## config.mk

```make
export PLATFORM = sky130hd
export DESIGN_NAME = fft_stage_sequencer_flat
export DESIGN_NICKNAME = d
export VERILOG_FILES = /design/src/rtl/fft_pkg.sv /design/src/rtl/fft_stage_sequencer_if.sv /design/src/rtl/fft_addr_gen.sv /design/src/rtl/fft_stage_sequencer.sv /design/src/flat_wrapper.sv
export SDC_FILE = /design/constraint.sdc
export NUM_CORES = 1
export LEC_CHECK = 0
export ABC_AREA = 1
export BUFFER_PORTS_ARGS = -buffer_cell sky130_fd_sc_hd__clkbuf_2
export CAP_MARGIN = 20
export CORE_UTILIZATION = 40
export CTS_CLUSTER_SIZE = 25
export DETAILED_ROUTE_END_ITERATION = 7
export GPL_ROUTABILITY_DRIVEN = 0
export PLACE_DENSITY = 0.67
export SYNTH_ARGS = -nofsm -noshare
export SYNTH_HDL_FRONTEND = slang
export SYNTH_HIERARCHICAL = 1
export SYNTH_SLANG_ARGS = --single-unit
```

## constraint.sdc

```tcl
create_clock -name clk -period 3.71 [get_ports clk]
set_input_delay 0.742 -clock clk [delete_from_list [all_inputs] [get_ports clk]]
set_output_delay 0.742 -clock clk [all_outputs]
set_load 0.01 [all_outputs]
```

## src/rtl/fft_pkg.sv

```systemverilog
// Shared types and constants for the in-place radix-2 FFT control path.
// Width helpers keep the interface, address generator and sequencer consistent.
package fft_pkg;

  localparam int N_LOG2_DEF = 3;
  localparam int DATA_W_DEF = 16;
  localparam int PIPE_DEPTH = 3;

  typedef enum logic [1:0] {
    S_IDLE,
    S_RUN,
    S_DRAIN,
    S_DONE
  } state_t;

  function automatic int tw_width(input int n_log2);
    return (n_log2 > 1) ? n_log2 - 1 : 1;
  endfunction

  function automatic int stage_width(input int n_log2);
    return (n_log2 > 1) ? $clog2(n_log2) : 1;
  endfunction

endpackage

```

## src/rtl/fft_stage_sequencer_if.sv

```systemverilog
// Bus between the stage sequencer and its data memory, twiddle ROM and butterfly.
// master = sequencer side, slave = memories/butterfly/control side.
interface fft_stage_sequencer_if
  import fft_pkg::*;
#(
  parameter int N_LOG2 = N_LOG2_DEF,
  parameter int DATA_W = DATA_W_DEF
);
  localparam int TW_W = tw_width(N_LOG2);

  logic              start;
  logic              busy;
  logic              done;
  logic              rd_en;
  logic [N_LOG2-1:0] rd_addr_a;
  logic [N_LOG2-1:0] rd_addr_b;
  logic [TW_W-1:0]   tw_addr;
  logic [DATA_W-1:0] rd_data_a;
  logic [DATA_W-1:0] rd_data_b;
  logic [DATA_W-1:0] tw_data;
  logic [DATA_W-1:0] bf_a;
  logic [DATA_W-1:0] bf_b;
  logic [DATA_W-1:0] bf_w;
  logic [DATA_W-1:0] bf_x;
  logic [DATA_W-1:0] bf_y;
  logic              wr_en;
  logic [N_LOG2-1:0] wr_addr_a;
  logic [N_LOG2-1:0] wr_addr_b;
  logic [DATA_W-1:0] wr_data_a;
  logic [DATA_W-1:0] wr_data_b;

  modport master (
    input  start, rd_data_a, rd_data_b, tw_data, bf_x, bf_y,
    output busy, done, rd_en, rd_addr_a, rd_addr_b, tw_addr,
           bf_a, bf_b, bf_w, wr_en, wr_addr_a, wr_addr_b, wr_data_a, wr_data_b
  );

  modport slave (
    output start, rd_data_a, rd_data_b, tw_data, bf_x, bf_y,
    input  busy, done, rd_en, rd_addr_a, rd_addr_b, tw_addr,
           bf_a, bf_b, bf_w, wr_en, wr_addr_a, wr_addr_b, wr_data_a, wr_data_b
  );

endinterface

```

## src/rtl/fft_addr_gen.sv

```systemverilog
// Combinational (stage, butterfly) -> operand addresses and twiddle index for an
// in-place radix-2 DIT FFT; shared by every memory-based stage controller.
module fft_addr_gen
  import fft_pkg::*;
#(
  parameter  int N_LOG2 = N_LOG2_DEF,
  localparam int ST_W   = stage_width(N_LOG2),
  localparam int TW_W   = tw_width(N_LOG2)
) (
  input  logic [ST_W-1:0]   i_stage,
  input  logic [TW_W-1:0]   i_k,
  output logic [N_LOG2-1:0] o_addr_a,
  output logic [N_LOG2-1:0] o_addr_b,
  output logic [TW_W-1:0]   o_tw
);

  logic [N_LOG2-1:0] w_half;
  logic [N_LOG2-1:0] w_pos;
  logic [N_LOG2-1:0] w_grp;
  int                w_tw_sh;

  always_comb begin
    w_half   = N_LOG2'(1) << i_stage;
    w_pos    = N_LOG2'(i_k) & (w_half - N_LOG2'(1));
    w_grp    = N_LOG2'(i_k) >> i_stage;
    // Group base is grp * 2 * half; pos never overlaps it, so OR is an add.
    o_addr_a = ((w_grp << i_stage) << 1) | w_pos;
    o_addr_b = o_addr_a + w_half;
    w_tw_sh  = N_LOG2 - 1 - int'(i_stage);
    o_tw     = TW_W'(w_pos << w_tw_sh);
  end

endmodule

```

## src/rtl/fft_stage_sequencer.sv

```systemverilog
// Walks every stage/butterfly of an N-point in-place FFT: issues operand reads,
// registers butterfly operands and results, and writes back 3 cycles later.
module fft_stage_sequencer
  import fft_pkg::*;
#(
  parameter int N_LOG2 = N_LOG2_DEF,
  parameter int DATA_W = DATA_W_DEF
) (
  input logic                   clk,
  input logic                   rst_n,
  fft_stage_sequencer_if.master bus
);

  localparam int         ST_W       = stage_width(N_LOG2);
  localparam int         TW_W       = tw_width(N_LOG2);
  localparam int         HALF       = 1 << (N_LOG2 - 1);
  localparam logic [TW_W-1:0] K_LAST     = TW_W'(HALF - 1);
  localparam logic [ST_W-1:0] STAGE_LAST = ST_W'(N_LOG2 - 1);
  localparam logic [1:0]      DRAIN_LAST = 2'(PIPE_DEPTH - 1);

  state_t            r_state;
  logic [ST_W-1:0]   r_stage;
  logic [TW_W-1:0]   r_k;
  logic [1:0]        r_drain;
  logic              r_busy;
  logic              r_done;
  logic              r_rd_en;
  logic [N_LOG2-1:0] r_rd_addr_a;
  logic [N_LOG2-1:0] r_rd_addr_b;
  logic [TW_W-1:0]   r_tw_addr;

  logic [PIPE_DEPTH-1:0]             r_pipe_v;
  logic [PIPE_DEPTH-1:0][N_LOG2-1:0] r_pipe_addr_a;
  logic [PIPE_DEPTH-1:0][N_LOG2-1:0] r_pipe_addr_b;
  logic [DATA_W-1:0] r_bf_a, r_bf_b, r_bf_w;
  logic [DATA_W-1:0] r_wr_data_a, r_wr_data_b;

  logic [ST_W-1:0]   w_gen_stage;
  logic [TW_W-1:0]   w_gen_k;
  logic [N_LOG2-1:0] w_addr_a;
  logic [N_LOG2-1:0] w_addr_b;
  logic [TW_W-1:0]   w_tw;

  // The generator looks one issue ahead so the read addresses can be registered.
  always_comb begin
    // NOTE: defaults first so every path assigns both signals and no latch is inferred.
    w_gen_stage = '0;
    w_gen_k     = '0;
    case (r_state)
      S_RUN: begin
        w_gen_stage = r_stage;
        w_gen_k     = r_k + TW_W'(1);
      end
      S_DRAIN: w_gen_stage = r_stage + ST_W'(1);
      default: ;
    endcase
  end

  fft_addr_gen #(.N_LOG2(N_LOG2)) u_addr_gen (
    .i_stage  (w_gen_stage),
    .i_k      (w_gen_k),
    .o_addr_a (w_addr_a),
    .o_addr_b (w_addr_b),
    .o_tw     (w_tw)
  );

  always_ff @(posedge clk or negedge rst_n) begin
    if (!rst_n) begin
      r_state     <= S_IDLE;
      r_stage     <= '0;
      r_k         <= '0;
      r_drain     <= '0;
      r_busy      <= 1'b0;
      r_done      <= 1'b0;
      r_rd_en     <= 1'b0;
      r_rd_addr_a <= '0;
      r_rd_addr_b <= '0;
      r_tw_addr   <= '0;
    end else begin
      // NOTE: non-blocking assignments so every register samples pre-edge values.
      case (r_state)
        S_IDLE: begin
          if (bus.start) begin
            r_state     <= S_RUN;
            r_stage     <= '0;
            r_k         <= '0;
            r_busy      <= 1'b1;
            r_rd_en     <= 1'b1;
            r_rd_addr_a <= w_addr_a;
            r_rd_addr_b <= w_addr_b;
            r_tw_addr   <= w_tw;
          end
        end
        S_RUN: begin
          if (r_k == K_LAST) begin
            r_state     <= S_DRAIN;
            r_drain     <= '0;
            r_rd_en     <= 1'b0;
            r_rd_addr_a <= '0;
            r_rd_addr_b <= '0;
            r_tw_addr   <= '0;
          end else begin
            r_k         <= r_k + TW_W'(1);
            r_rd_addr_a <= w_addr_a;
            r_rd_addr_b <= w_addr_b;
            r_tw_addr   <= w_tw;
          end
        end
        S_DRAIN: begin
          // Drain length matches the pipeline so stage s fully commits before s+1 reads.
          if (r_drain != DRAIN_LAST) begin
            r_drain <= r_drain + 2'd1;
          end else if (r_stage == STAGE_LAST) begin
            r_state <= S_DONE;
            r_done  <= 1'b1;
            r_busy  <= 1'b0;
          end else begin
            r_state     <= S_RUN;
            r_stage     <= r_stage + ST_W'(1);
            r_k         <= '0;
            r_rd_en     <= 1'b1;
            r_rd_addr_a <= w_addr_a;
            r_rd_addr_b <= w_addr_b;
            r_tw_addr   <= w_tw;
          end
        end
        S_DONE: begin
          r_state <= S_IDLE;
          r_done  <= 1'b0;
        end
        default: r_state <= S_IDLE;
      endcase
    end
  end

  always_ff @(posedge clk or negedge rst_n) begin
    if (!rst_n) begin
      r_pipe_v      <= '0;
      r_pipe_addr_a <= '0;
      r_pipe_addr_b <= '0;
      r_bf_a        <= '0;
      r_bf_b        <= '0;
      r_bf_w        <= '0;
      r_wr_data_a   <= '0;
      r_wr_data_b   <= '0;
    end else begin
      r_pipe_v      <= {r_pipe_v[PIPE_DEPTH-2:0], r_rd_en};
      r_pipe_addr_a <= {r_pipe_addr_a[PIPE_DEPTH-2:0], r_rd_addr_a};
      r_pipe_addr_b <= {r_pipe_addr_b[PIPE_DEPTH-2:0], r_rd_addr_b};
      if (r_pipe_v[0]) begin
        r_bf_a <= bus.rd_data_a;
        r_bf_b <= bus.rd_data_b;
        r_bf_w <= bus.tw_data;
      end
      if (r_pipe_v[1]) begin
        r_wr_data_a <= bus.bf_x;
        r_wr_data_b <= bus.bf_y;
      end
    end
  end

  assign bus.busy      = r_busy;
  assign bus.done      = r_done;
  assign bus.rd_en     = r_rd_en;
  assign bus.rd_addr_a = r_rd_addr_a;
  assign bus.rd_addr_b = r_rd_addr_b;
  assign bus.tw_addr   = r_tw_addr;
  assign bus.bf_a      = r_bf_a;
  assign bus.bf_b      = r_bf_b;
  assign bus.bf_w      = r_bf_w;
  assign bus.wr_en     = r_pipe_v[PIPE_DEPTH-1];
  assign bus.wr_addr_a = r_pipe_addr_a[PIPE_DEPTH-1];
  assign bus.wr_addr_b = r_pipe_addr_b[PIPE_DEPTH-1];
  assign bus.wr_data_a = r_wr_data_a;
  assign bus.wr_data_b = r_wr_data_b;

endmodule

```

## src/flat_wrapper.sv

```systemverilog
// flat-port wrapper written by rule: the top's interface ports become plain ports
module fft_stage_sequencer_flat import fft_pkg::*;
#(
  parameter int N_LOG2 = N_LOG2_DEF,
  parameter int DATA_W = DATA_W_DEF
)
  (clk, rst_n, bus_start, bus_rd_data_a, bus_rd_data_b, bus_tw_data, bus_bf_x, bus_bf_y, bus_busy, bus_done, bus_rd_en, bus_rd_addr_a, bus_rd_addr_b, bus_tw_addr, bus_bf_a, bus_bf_b, bus_bf_w, bus_wr_en, bus_wr_addr_a, bus_wr_addr_b, bus_wr_data_a, bus_wr_data_b);
  fft_stage_sequencer_if #(.N_LOG2(N_LOG2), .DATA_W(DATA_W)) bus_i ();
  input logic clk;
  input logic rst_n;
  input wire logic [$bits(bus_i.start)-1:0] bus_start;
  input wire logic [$bits(bus_i.rd_data_a)-1:0] bus_rd_data_a;
  input wire logic [$bits(bus_i.rd_data_b)-1:0] bus_rd_data_b;
  input wire logic [$bits(bus_i.tw_data)-1:0] bus_tw_data;
  input wire logic [$bits(bus_i.bf_x)-1:0] bus_bf_x;
  input wire logic [$bits(bus_i.bf_y)-1:0] bus_bf_y;
  output wire logic [$bits(bus_i.busy)-1:0] bus_busy;
  output wire logic [$bits(bus_i.done)-1:0] bus_done;
  output wire logic [$bits(bus_i.rd_en)-1:0] bus_rd_en;
  output wire logic [$bits(bus_i.rd_addr_a)-1:0] bus_rd_addr_a;
  output wire logic [$bits(bus_i.rd_addr_b)-1:0] bus_rd_addr_b;
  output wire logic [$bits(bus_i.tw_addr)-1:0] bus_tw_addr;
  output wire logic [$bits(bus_i.bf_a)-1:0] bus_bf_a;
  output wire logic [$bits(bus_i.bf_b)-1:0] bus_bf_b;
  output wire logic [$bits(bus_i.bf_w)-1:0] bus_bf_w;
  output wire logic [$bits(bus_i.wr_en)-1:0] bus_wr_en;
  output wire logic [$bits(bus_i.wr_addr_a)-1:0] bus_wr_addr_a;
  output wire logic [$bits(bus_i.wr_addr_b)-1:0] bus_wr_addr_b;
  output wire logic [$bits(bus_i.wr_data_a)-1:0] bus_wr_data_a;
  output wire logic [$bits(bus_i.wr_data_b)-1:0] bus_wr_data_b;
  assign bus_i.start = bus_start;
  assign bus_i.rd_data_a = bus_rd_data_a;
  assign bus_i.rd_data_b = bus_rd_data_b;
  assign bus_i.tw_data = bus_tw_data;
  assign bus_i.bf_x = bus_bf_x;
  assign bus_i.bf_y = bus_bf_y;
  assign bus_busy = bus_i.busy;
  assign bus_done = bus_i.done;
  assign bus_rd_en = bus_i.rd_en;
  assign bus_rd_addr_a = bus_i.rd_addr_a;
  assign bus_rd_addr_b = bus_i.rd_addr_b;
  assign bus_tw_addr = bus_i.tw_addr;
  assign bus_bf_a = bus_i.bf_a;
  assign bus_bf_b = bus_i.bf_b;
  assign bus_bf_w = bus_i.bf_w;
  assign bus_wr_en = bus_i.wr_en;
  assign bus_wr_addr_a = bus_i.wr_addr_a;
  assign bus_wr_addr_b = bus_i.wr_addr_b;
  assign bus_wr_data_a = bus_i.wr_data_a;
  assign bus_wr_data_b = bus_i.wr_data_b;
  fft_stage_sequencer #(.N_LOG2(N_LOG2), .DATA_W(DATA_W)) u_core (.clk(clk), .rst_n(rst_n), .bus(bus_i));
endmodule
```

# [Word level (Yosys, flattened, before mapping)]
# Index checks and enable logic that the tools add are counted.
[classes] add_sub_neg=6 n_bitwise=2 n_lt_le_gt_ge=0 eq_ne=13 n_shift=4 multipliers=0 mux=44 n_reduce_logical=13 div_mod_pow=0
[op_table] op="2-bit 2-to-1 mux" count=17
[op_table] op="3-bit by 32-bit << shifter with 2-bit output" count=1
[op_table] op="3-bit 2-to-1 mux" count=8
[op_table] op="3-bit case mux with 3 select lines" count=2
[op_table] op="2-bit case mux with 2 select lines" count=3
[op_table] op="2-bit case mux with 3 select lines" count=2
[op_table] op="4-bit AND reduction" count=3
[op_table] op="2-bit inequality test, second input constant" count=5
[op_table] op="5-bit AND reduction" count=2
[op_table] op="3-bit AND reduction" count=3
[op_table] op="2-bit equality test, second input constant" count=4
[op_table] op="1-bit 2-to-1 mux" count=8
[op_table] op="2-bit case mux with 4 select lines" count=1
[op_table] op="2-bit by 1-bit adder with 2-bit output, second input constant" count=3
[op_table] op="2-bit by 1-bit inequality test with 1-bit output, second input constant" count=3
[op_table] op="2-bit nonzero test" count=3
[op_table] op="1-bit case mux with 2 select lines" count=2
[op_table] op="3-bit adder" count=1
[op_table] op="2-bit by 3-bit AND with 3-bit output" count=1
[op_table] op="3-bit OR" count=1
[op_table] op="1-bit case mux with 3 select lines" count=1
[op_table] op="3-bit nonzero test" count=1
[op_table] op="1-bit by 2-bit << shifter with 3-bit output, first input constant" count=1
[op_table] op="3-bit by 2-bit << shifter with 2-bit output" count=1
[op_table] op="other kinds (5)" count=5
[totals] n_memories=0 word_cells=104 output_inout_bits=98 latchBits=0 regBits=120 mem_bits_ro=0 ramBits=0

# [Logic depth before layout (Yosys ltp)]
# Gate-level depths: netlist (run 1).
[depth] ltp_word=10 mapped_depth=15 mapped_depth_nobuf=15

# [Cells and area by module]
# The synthesis (run 1) kept the hierarchy.
[modules_own_cells] module="fft_stage_sequencer" cells_each=338 area_per_inst_um2=4734.5 n_inst=1 seq_area_each_um2=3002.9
[modules_own_cells] module="fft_addr_gen" cells_each=29 area_per_inst_um2=173.9 n_inst=1 seq_area_each_um2=0.0

# [Worst setup path after synthesis (run 1)]
# OpenSTA, ideal clock, no wires.
[synth_timing] path_type="reg-to-reg" startpoint="register u_core.r_state[0]" endpoint="register u_core.r_rd_addr_b[2] (netlist: u_core/bus.rd_addr_b[2])" path_stages_with_launch=15 n_path_buf=0 arrival_ps=2631 setup_time_ps=118 required_ps=3592 setup_slack_ps=961 cell_sequence="dfrtp_1 -> inv_1 -> ha_1 -> inv_1 -> o21ai_0 -> inv_1 -> ha_1 -> inv_1 -> nand2_1 -> nand3_1 -> o31ai_1 -> fa_1 -> xnor2_1 -> nand3_1 -> nand2_1"
[synth_between] elab_chain_len=10 elab_cells_between_ends=22
[synth_lines] item="start: declaration" line_no="fft_stage_sequencer.sv:21" source="state_t r_state;"
[synth_lines] item="start signal: assignment" line_no="fft_stage_sequencer.sv:69" source="r_state <= S_IDLE;"
[synth_lines] item="start signal: assignment" line_no="fft_stage_sequencer.sv:84" source="r_state <= S_RUN;"
[synth_lines] item="start signal: assignment" line_no="fft_stage_sequencer.sv:96" source="r_state <= S_DRAIN;"
[synth_lines] item="2-bit equality test / 2-bit by 1-bit equality test with 1-bit output (equally long branches)" line_no="fft_stage_sequencer.sv:49" source="case (r_state)"
[synth_lines] item="2-bit case mux with 2 select lines (*)" line_no="fft_stage_sequencer.sv:49"
[synth_lines] item="named net u_core.w_gen_stage[0]" line_no="fft_stage_sequencer.sv:38" source="logic [ST_W-1:0] w_gen_stage;"
[synth_lines] item="1-bit by 2-bit << shifter with 3-bit output" line_no="fft_addr_gen.sv:23" source="w_half = N_LOG2'(1) << i_stage;"
[synth_lines] item="3-bit by 1-bit subtractor with 3-bit output" line_no="fft_addr_gen.sv:24" source="w_pos = N_LOG2'(i_k) & (w_half - N_LOG2'(1));"
[synth_lines] item="2-bit by 3-bit AND with 3-bit output" line_no="fft_addr_gen.sv:24"
[synth_lines] item="3-bit OR (*)" line_no="fft_addr_gen.sv:27" source="o_addr_a = ((w_grp << i_stage) << 1) | w_pos;"
[synth_lines] item="named net u_core.w_addr_a[1]" line_no="fft_stage_sequencer.sv:40" source="logic [N_LOG2-1:0] w_addr_a;"
[synth_lines] item="3-bit adder (*)" line_no="fft_addr_gen.sv:28" source="o_addr_b = o_addr_a + w_half;"
[synth_lines] item="named net u_core.w_addr_b[2]" line_no="fft_stage_sequencer.sv:41" source="logic [N_LOG2-1:0] w_addr_b;"
[synth_lines] item="3-bit 2-to-1 mux" line_no="fft_stage_sequencer.sv:113" source="end else if (r_stage == STAGE_LAST) begin"
[synth_lines] item="3-bit 2-to-1 mux" line_no="fft_stage_sequencer.sv:111" source="if (r_drain != DRAIN_LAST) begin"
[synth_lines] item="3-bit case mux with 3 select lines (*)" line_no="fft_stage_sequencer.sv:81" source="case (r_state)"
[synth_lines] item="end signal: assignment" line_no="fft_stage_sequencer.sv:90" source="r_rd_addr_b <= w_addr_b;"
[synth_lines] item="end signal: assignment" line_no="fft_stage_sequencer.sv:105" source="r_rd_addr_b <= w_addr_b;"
[synth_lines] item="end signal: assignment" line_no="fft_stage_sequencer.sv:123" source="r_rd_addr_b <= w_addr_b;"
[synth_lines] item="end: declaration" line_no="fft_stage_sequencer.sv:29" source="logic [N_LOG2-1:0] r_rd_addr_b;"
# The timed path passes the listed nets; every way through them passes the cells marked *. The select of a mux whose other input is x is not followed.
# A chain may end at the register's enable or synchronous reset.

# [Final worst setup path (run 1)]
# Ends and elaborated chain as after synthesis.

==> out/metrics.yaml, run 1 <==
setup_path:
  r2r_cells: 15
  crit_arrival_ns: 3.52
  cp-end-kind: "flip-flop"
  criticalPathCategory: "flip-flop to flip-flop"
  required_ns: 4.05
  start_kind: "flip-flop"
  crit_fanout: 7
sta:
  finalWorstSetupSlack_ns: 0.538
  grt_setup_unrepaired: "no"
  fin_tns_setup_ns: 0
  finalMaxSlewViolations: 0
  hold_ws_ns: 0.347
  setup_viol: 0
  hold_violations: 0
  slew_headroom_pct: 50.6
  clock_skew_ns: 0.00802
  worstMarginPinSlew_ns: 0.741
  fmax_ghz: 0.315
  min_period_ns: 3.17
  period_share_pct: 85.5
power_and_ir_drop:
  intPower_mw: 4.07
  seqPwrFrac_pct: 37.3
  net-switching-power_mw: 2.13
  p_total_mw: 6.21
  powerDensity_nw_per_um2: 954
  power.share.switching_pct: 34.4
  ir_drop_uv: 408
  clkPwrFrac_pct: 26.0
  combinationalPowerShare_pct: 36.7
  p_leak_nw: 3.38
floorplanning:
  die_h_um: 113
  core_area_um2: 12000
  fp.dieW_um: 113
  num_io_pins: 181
  row_count: 40
  initial_core_util_pct: 41.0
  die_area_um2: 12700
drt:
  initialDrtViolationCount: 116
  drt_first_pass_iters: 4
  drt_wl_total_mm: 9.91
  vias: 3304
  via_per_inst: 4.62
  drc: 0
  ant_nets: 0
  wl_per_cell_um: 13.9
cells_and_area:
  fin_nets: 653
  area_growth_pct: 32.4
  diodes: 0
  drive_above_1_share_pct: 53.0
  stdcell_count: 715
  post-route-cell-area_um2: 6500
  final_util_pct: 54.4
clocking:
  postCtsSetupBuffers: 0
  clockRootBuffer: "clkbuf_16"
  cts_tree: "yes"
  cts_made_buffers: 17
  clk_pin_slew_ns: 0.06
  clkSinkCount: 120
  clock_latency_ns: 0.41
  post_cts_resized: 0
  ctsHoldBuffers: 0
  htreeDepth: 4
  clk_path_buf_depth: 2
grt:
  grt_pass1_vias: 3316
  grt.overflow.total: 0
  grt_max_degree: 66
  antenna_found_initial: 0
  grt_pass1_wl_mm: 15.9
  grt_usage_pct: 16.4
placed_design:
  place_ws_ns: 0.628
  io_buffers: 180
  dp.cells: 683
  dp_hpwl_mm: 7.13
  placed_cell_area_um2: 5910
yosys:
  synthTopCellsByArea: "dfrtp_1 61%, mux2_2 13%, mux2_4 6.1%"
  yosys_warnings: 6
  synth-edff-count: 0
  syn_area_per_cell_um2: 13.4
  synth_top_area_share_pct: 61.2
  ys_top_cells_by_count: "120 x dfrtp_1, 55 x mux2_2, 55 x nand2_1"
  yosysTopAreaCell: "dfrtp_1"
  syn-cell-area_um2: 4910
  synth.distinct_cells: 31
  synth_fp_nets: 465
  ys_seq_area_share_pct: 61.2
  synth_seq_cells: 120
  yosysMostFrequentCell: "dfrtp_1"
  synth_ff_type: "dfrtp_1"
  syn_inst: 367
  async_reset_ff_share_pct: 100
hold_path:
  hold_path.class: "flip-flop to flip-flop"
  hold_depth: 0
status:
  status: "complete, no violations"
run:
  max-cap-violations: 0
==> cell usage in the layout, fill, tap and decap left out, drive strengths merged, types with 2 or more instances in the layout <==
cell type and instances:
or2 2, dfrtp 120, clkinv 7, inv 32, clkbuf 197, o21ai 10, bufinv 2, nor2 13
a21oi 2, clkinvlp 3, mux2 80, nand2 59, nand3 14, ha 14, buf 5
==> power groups by stage <==
stage | sequential [mW] | combinational, mW | clock, mW
floorplan | 2.48 | 1.36 | 0
global placement | 2.31 | 2.25 | 0
detailed placement | 2.35 | 2.29 | 0
CTS | 2.34 | 2.31 | 1.65
global route | 2.41 | 2.49 | 1.71
finish | 2.31 | 2.28 | 1.61
==> worst max-delay path, cell delays in order (launching register included) <==
cell and delay (ns):
dfrtp_1 0.45, inv_1 0.16, ha_1 0.25, inv_1 0.11, or2_1 0.23, a21boi_1 0.35, inv_1 0.15, ha_1 0.26
inv_1 0.09, nand2_1 0.07, nand3_1 0.08, o31ai_1 0.10, fa_1 0.44, xnor2_1 0.17, nand3_1 0.09, nand2_1 0.09
==> final cells by class <==
class	count	area [um^2]
clock buffers	18	439
clock inverters	14	150
fillers	1038	5460
inverters	30	115
multi-input cells	202	1660
flip-flops and latches	120	3000
well taps	147	184
repair buffers	184	946
==> routing by layer <==
layer	track usage, %	up-vias	share of wire [%]	routed length, um
met5	0	-	0	0
met4	8.09	0	1.6	158
met3	5.25	14	6.1	603
met2	28.6	117	52	5150
met1	18.0	1586	40	4000
li1	-	1587	-	-
==> final timing paths <==
| check | from | endpoint | slack [ns] |
|---|---|---|---|
| hold reg to reg | u_core/r_pipe_addr_b[3] | u_core/bus.wr_addr_b[0] | 0.35 |
| hold / removal | u_core/r_pipe_addr_b[3] | u_core/bus.wr_addr_b[0] | 0.35 |
| setup / recovery | u_core/r_state[0] | u_core/bus.rd_addr_b[2] | 0.54 |
| setup reg to reg | u_core/r_state[0] | u_core/bus.rd_addr_b[2] | 0.54 |
| max in group asynchronous | rst_n | u_core/bus.wr_data_a[13] | 2.56 |
| min in group asynchronous | rst_n | u_core/r_pipe_v[0] | 0.38 |
==> flip-flops by register name, indices dropped and copies added (netlist names), 3 cells and up <==
register	flops
u_core/bus.rd_addr_b	3
u_core/bus.bf_a	16
u_core/bus.bf_w	16
u_core/bus.wr_data_a	16
u_core/bus.wr_addr_b	3
u_core/bus.rd_addr_a	3
u_core/r_pipe_v	3
u_core/bus.wr_data_b	16
u_core/r_pipe_addr_a	6
u_core/bus.wr_addr_a	3
u_core/r_pipe_addr_b	6
u_core/bus.bf_b	16
==> cell families after synthesis <==
group	share of synthesized area [%]
AO/OA/AOI/OAI	1.89
XOR/XNOR	0.178
adder cells (fa/ha/maj)	3.98
buffers and inverters	4.94
flip-flops	61.2
multiplexers	19.9
other	0.0764
AND/OR/NAND/NOR	7.88
Power figures use the tool's default switching activity.
==> inputs of run 2 (changes only) <==
--- a/config.mk
+++ b/config.mk
@@ -5,7 +5,6 @@
 export SDC_FILE = /design/constraint.sdc
 export NUM_CORES = 1
 export LEC_CHECK = 0
-export ABC_AREA = 1
 export BUFFER_PORTS_ARGS = -buffer_cell sky130_fd_sc_hd__clkbuf_2
 export CAP_MARGIN = 20
 export CORE_UTILIZATION = 40
==> run 2 against run 1 <==
Against the previous run: the run now ends with DRC left; die area fell by 1.2%; final cell count is 6.4% lower; sequential power decreased by 13%; synthesized cell count is 9.0% lower; clock-buffer cell count up 5; flip-flop and latch count unchanged; non-clock buffer count is 1 lower; first-iteration DRC count up 40%; via count is 4.1% lower; critical path type unchanged; largest cell class unchanged.
==> out/metrics.yaml, run 2 <==
drt:
  via_per_inst: 4.74
  initialDrtViolationCount: 162
  wl_met1_mm: 3.91
  wl_per_cell_um: 14.6
  ant_nets: 0
  wl_met2_mm: 5.02
  drt_wl_total_mm: 9.77
  vias: 3170
  drt_first_pass_iters: 6
  wl_met3_um: 686
  drc: 20
  topRoutingLayerUsed: "met4"
clocking:
  cts_made_buffers: 17
  cts_tree: "yes"
  postCtsSetupBuffers: 0
  ctsHoldBuffers: 0
  clock_latency_ns: 0.40
  clockRootBuffer: "clkbuf_16"
  htreeDepth: 4
  clkSinkCount: 120
  clk_pin_slew_ns: 0.05
  clk_path_buf_depth: 2
  post_cts_resized: 0
yosys:
  syn_area_per_cell_um2: 14.5
  synthTopCellsByArea: "dfrtp_1 62%, mux2_1 19%, ha_1 3.6%"
  ys_top_cells_by_count: "120 x dfrtp_1, 81 x mux2_1, 19 x inv_1"
  yosys_warnings: 6
  synth-edff-count: 0
  yosysMostFrequentCell: "dfrtp_1"
  synth_ff_type: "dfrtp_1"
  syn_inst: 334
  synth_top_area_share_pct: 62.0
  synth.distinct_cells: 41
  synth_seq_cells: 120
  async_reset_ff_share_pct: 100
  yosysTopAreaCell: "dfrtp_1"
  ys_seq_area_share_pct: 62.0
  synth_fp_nets: 432
  syn-cell-area_um2: 4850
status:
  violations: "DRC"
  status: "finished with violations"
sta:
  slew_headroom_pct: 50.4
  min_period_ns: 3.03
  period_share_pct: 81.8
  finalWorstSetupSlack_ns: 0.676
  clock_skew_ns: 0.00625
  grt_setup_unrepaired: "no"
  setup_viol: 0
  finalMaxSlewViolations: 0
  hold_violations: 0
  worstMarginPinSlew_ns: 0.743
  fin_tns_setup_ns: 0
  fmax_ghz: 0.330
setup_path:
  crit-reg2reg-launch: "u_core/r_state[0]"
  criticalPathCategory: "flip-flop to flip-flop"
  cp-end-kind: "flip-flop"
  r2r_slack_ns: 0.68
  critPathMaxStageDelay_ns: 0.43
  r2r_cells: 12
  cp_slowest_cell: "dfrtp_1"
  start_kind: "flip-flop"
  crit_arrival_ns: 3.36
  path_cells: "inv_1 > ha_1 > nand2b_1 > a21boi_1 > inv_1 > ha_1 > xnor2_1 > a32o_1 > fa_1 > xnor2_1 > nand2_1 > mux2i_1"
  required_ns: 4.04
  r2r_end: "u_core/bus.rd_addr_b[2]"
  crit_fanout: 8
placed_design:
  dp_hpwl_mm: 6.97
  place_ws_ns: 0.702
  placed_cell_area_um2: 5850
  io_buffers: 180
  dp.cells: 641
power_and_ir_drop:
  p_leak_nw: 3.18
  powerDensity_nw_per_um2: 805
  ir_drop_uv: 457
grt:
  grt_max_degree: 67
  grt_pass1_wl_mm: 16.4
  grt_usage_pct: 16.9
  grt_pass1_vias: 3310
  grt.overflow.total: 0
  antenna_found_initial: 0
hold_path:
  hold_depth: 0
  hold_path.class: "flip-flop to flip-flop"
  worstHoldEndpoint: "u_core/r_pipe_addr_b[3]"
  holdCritStartpoint: "u_core/r_pipe_addr_b[0]"
cells_and_area:
  layout_common_cells: "179 x clkbuf_2, 119 x dfrtp_1, 81 x mux2_1"
  stdcell_count: 669
  drive_above_1_share_pct: 41.1
  final_util_pct: 54.9
  area_growth_pct: 31.6
  final_common_cell: "clkbuf_2"
  post-route-cell-area_um2: 6380
  fin_nets: 616
  diodes: 0
floorplanning:
  core_area_um2: 11600
  die_area_um2: 12600
  num_io_pins: 181
  row_count: 39
  die_h_um: 112
  initial_core_util_pct: 41.7
  fp.dieW_um: 112
run:
  max-cap-violations: 0
run 2: changes by cell type after synthesis, sizes merged, moves of 3 or more:
cell	delta
inv	-11
nor2b	+7
mux2i	+11
o21ai	-8
nor2	-11
a21oi	+3
nand2b	+8
clkbuf	+5
nand2	-44
nand3	-10
run 2: logic make-up (layout without fill, tap and decap cells):
logic type	Yosys count	after routing	synth area share (%)
fa+ha+maj	15	15	4.03
mux	93	93	21.3
simple gates	45	45	5.27
buf+inv	37	229	3.69
flops	120	120	62.0
xor+xnor	2	2	0.361
other cells	1	1	0.0774
compound gates	21	21	3.30
run 2: cell type report:
type                    instances  area [um^2]
flip-flops and latches        120         3000
clock inverters                 4         22.5
clock buffers                  23          488
well taps                     143          179
multi-input cells             177         1670
inverters                      19         71.3
repair buffers                183          951
fillers                       982         5230
run 2: worst max path at each step:
stage	start	end	slack, ns	cells past startpoint
4_1_cts	u_core/r_state[0]	u_core/bus.rd_addr_b[2]	0.69	12
6_report	u_core/r_state[0]	u_core/bus.rd_addr_b[2]	0.68	12
3_3_place_gp	u_core/r_state[0]	u_core/bus.rd_addr_b[2]	0.79	12
5_1_grt	u_core/r_state[0]	u_core/bus.rd_addr_b[2]	0.39	12
3_5_place_dp	u_core/r_state[0]	u_core/bus.rd_addr_b[2]	0.70	12
2_1_floorplan	u_core/r_state[0]	u_core/bus.rd_addr_b[2]	1.0	12
run 2: where the power goes:
| part | switching (mW) | leakage [nW] | internal, mW |
|---|---|---|---|
| Combinational | 0.915 | 1.49 | 0.800 |
| Clock | 0.507 | 0.252 | 0.898 |
| Sequential | 0.261 | 1.43 | 1.76 |
| Total | 1.68 | 3.18 | 3.46 |
run 2: critical path, delay by kind of cell (launching register included):
kind	cells	cell delay (ns)
fa+ha+maj	3	0.99
compound gates	2	0.59
flops	1	0.43
xor+xnor	2	0.33
buf+inv	2	0.31
simple gates	2	0.19
mux	1	0.12
run 2: metal layers:
metal	track usage (%)	vias to the layer above
li1	-	1495
met1	19.2	1540
met2	29.4	120
met3	5.13	15
met4	7.64	0
met5	0	-
run 2: metrics by stage:
step | hold slack (ns) | total power [mW]
6_report | 0.344 | 5.14
5_1_grt | 0.350 | 5.49
4_1_cts | 0.346 | 5.20
3_5_place_dp | 0.335 | 3.76
3_3_place_gp | 0.332 | 3.70
2_1_floorplan | 0.331 | 3.13
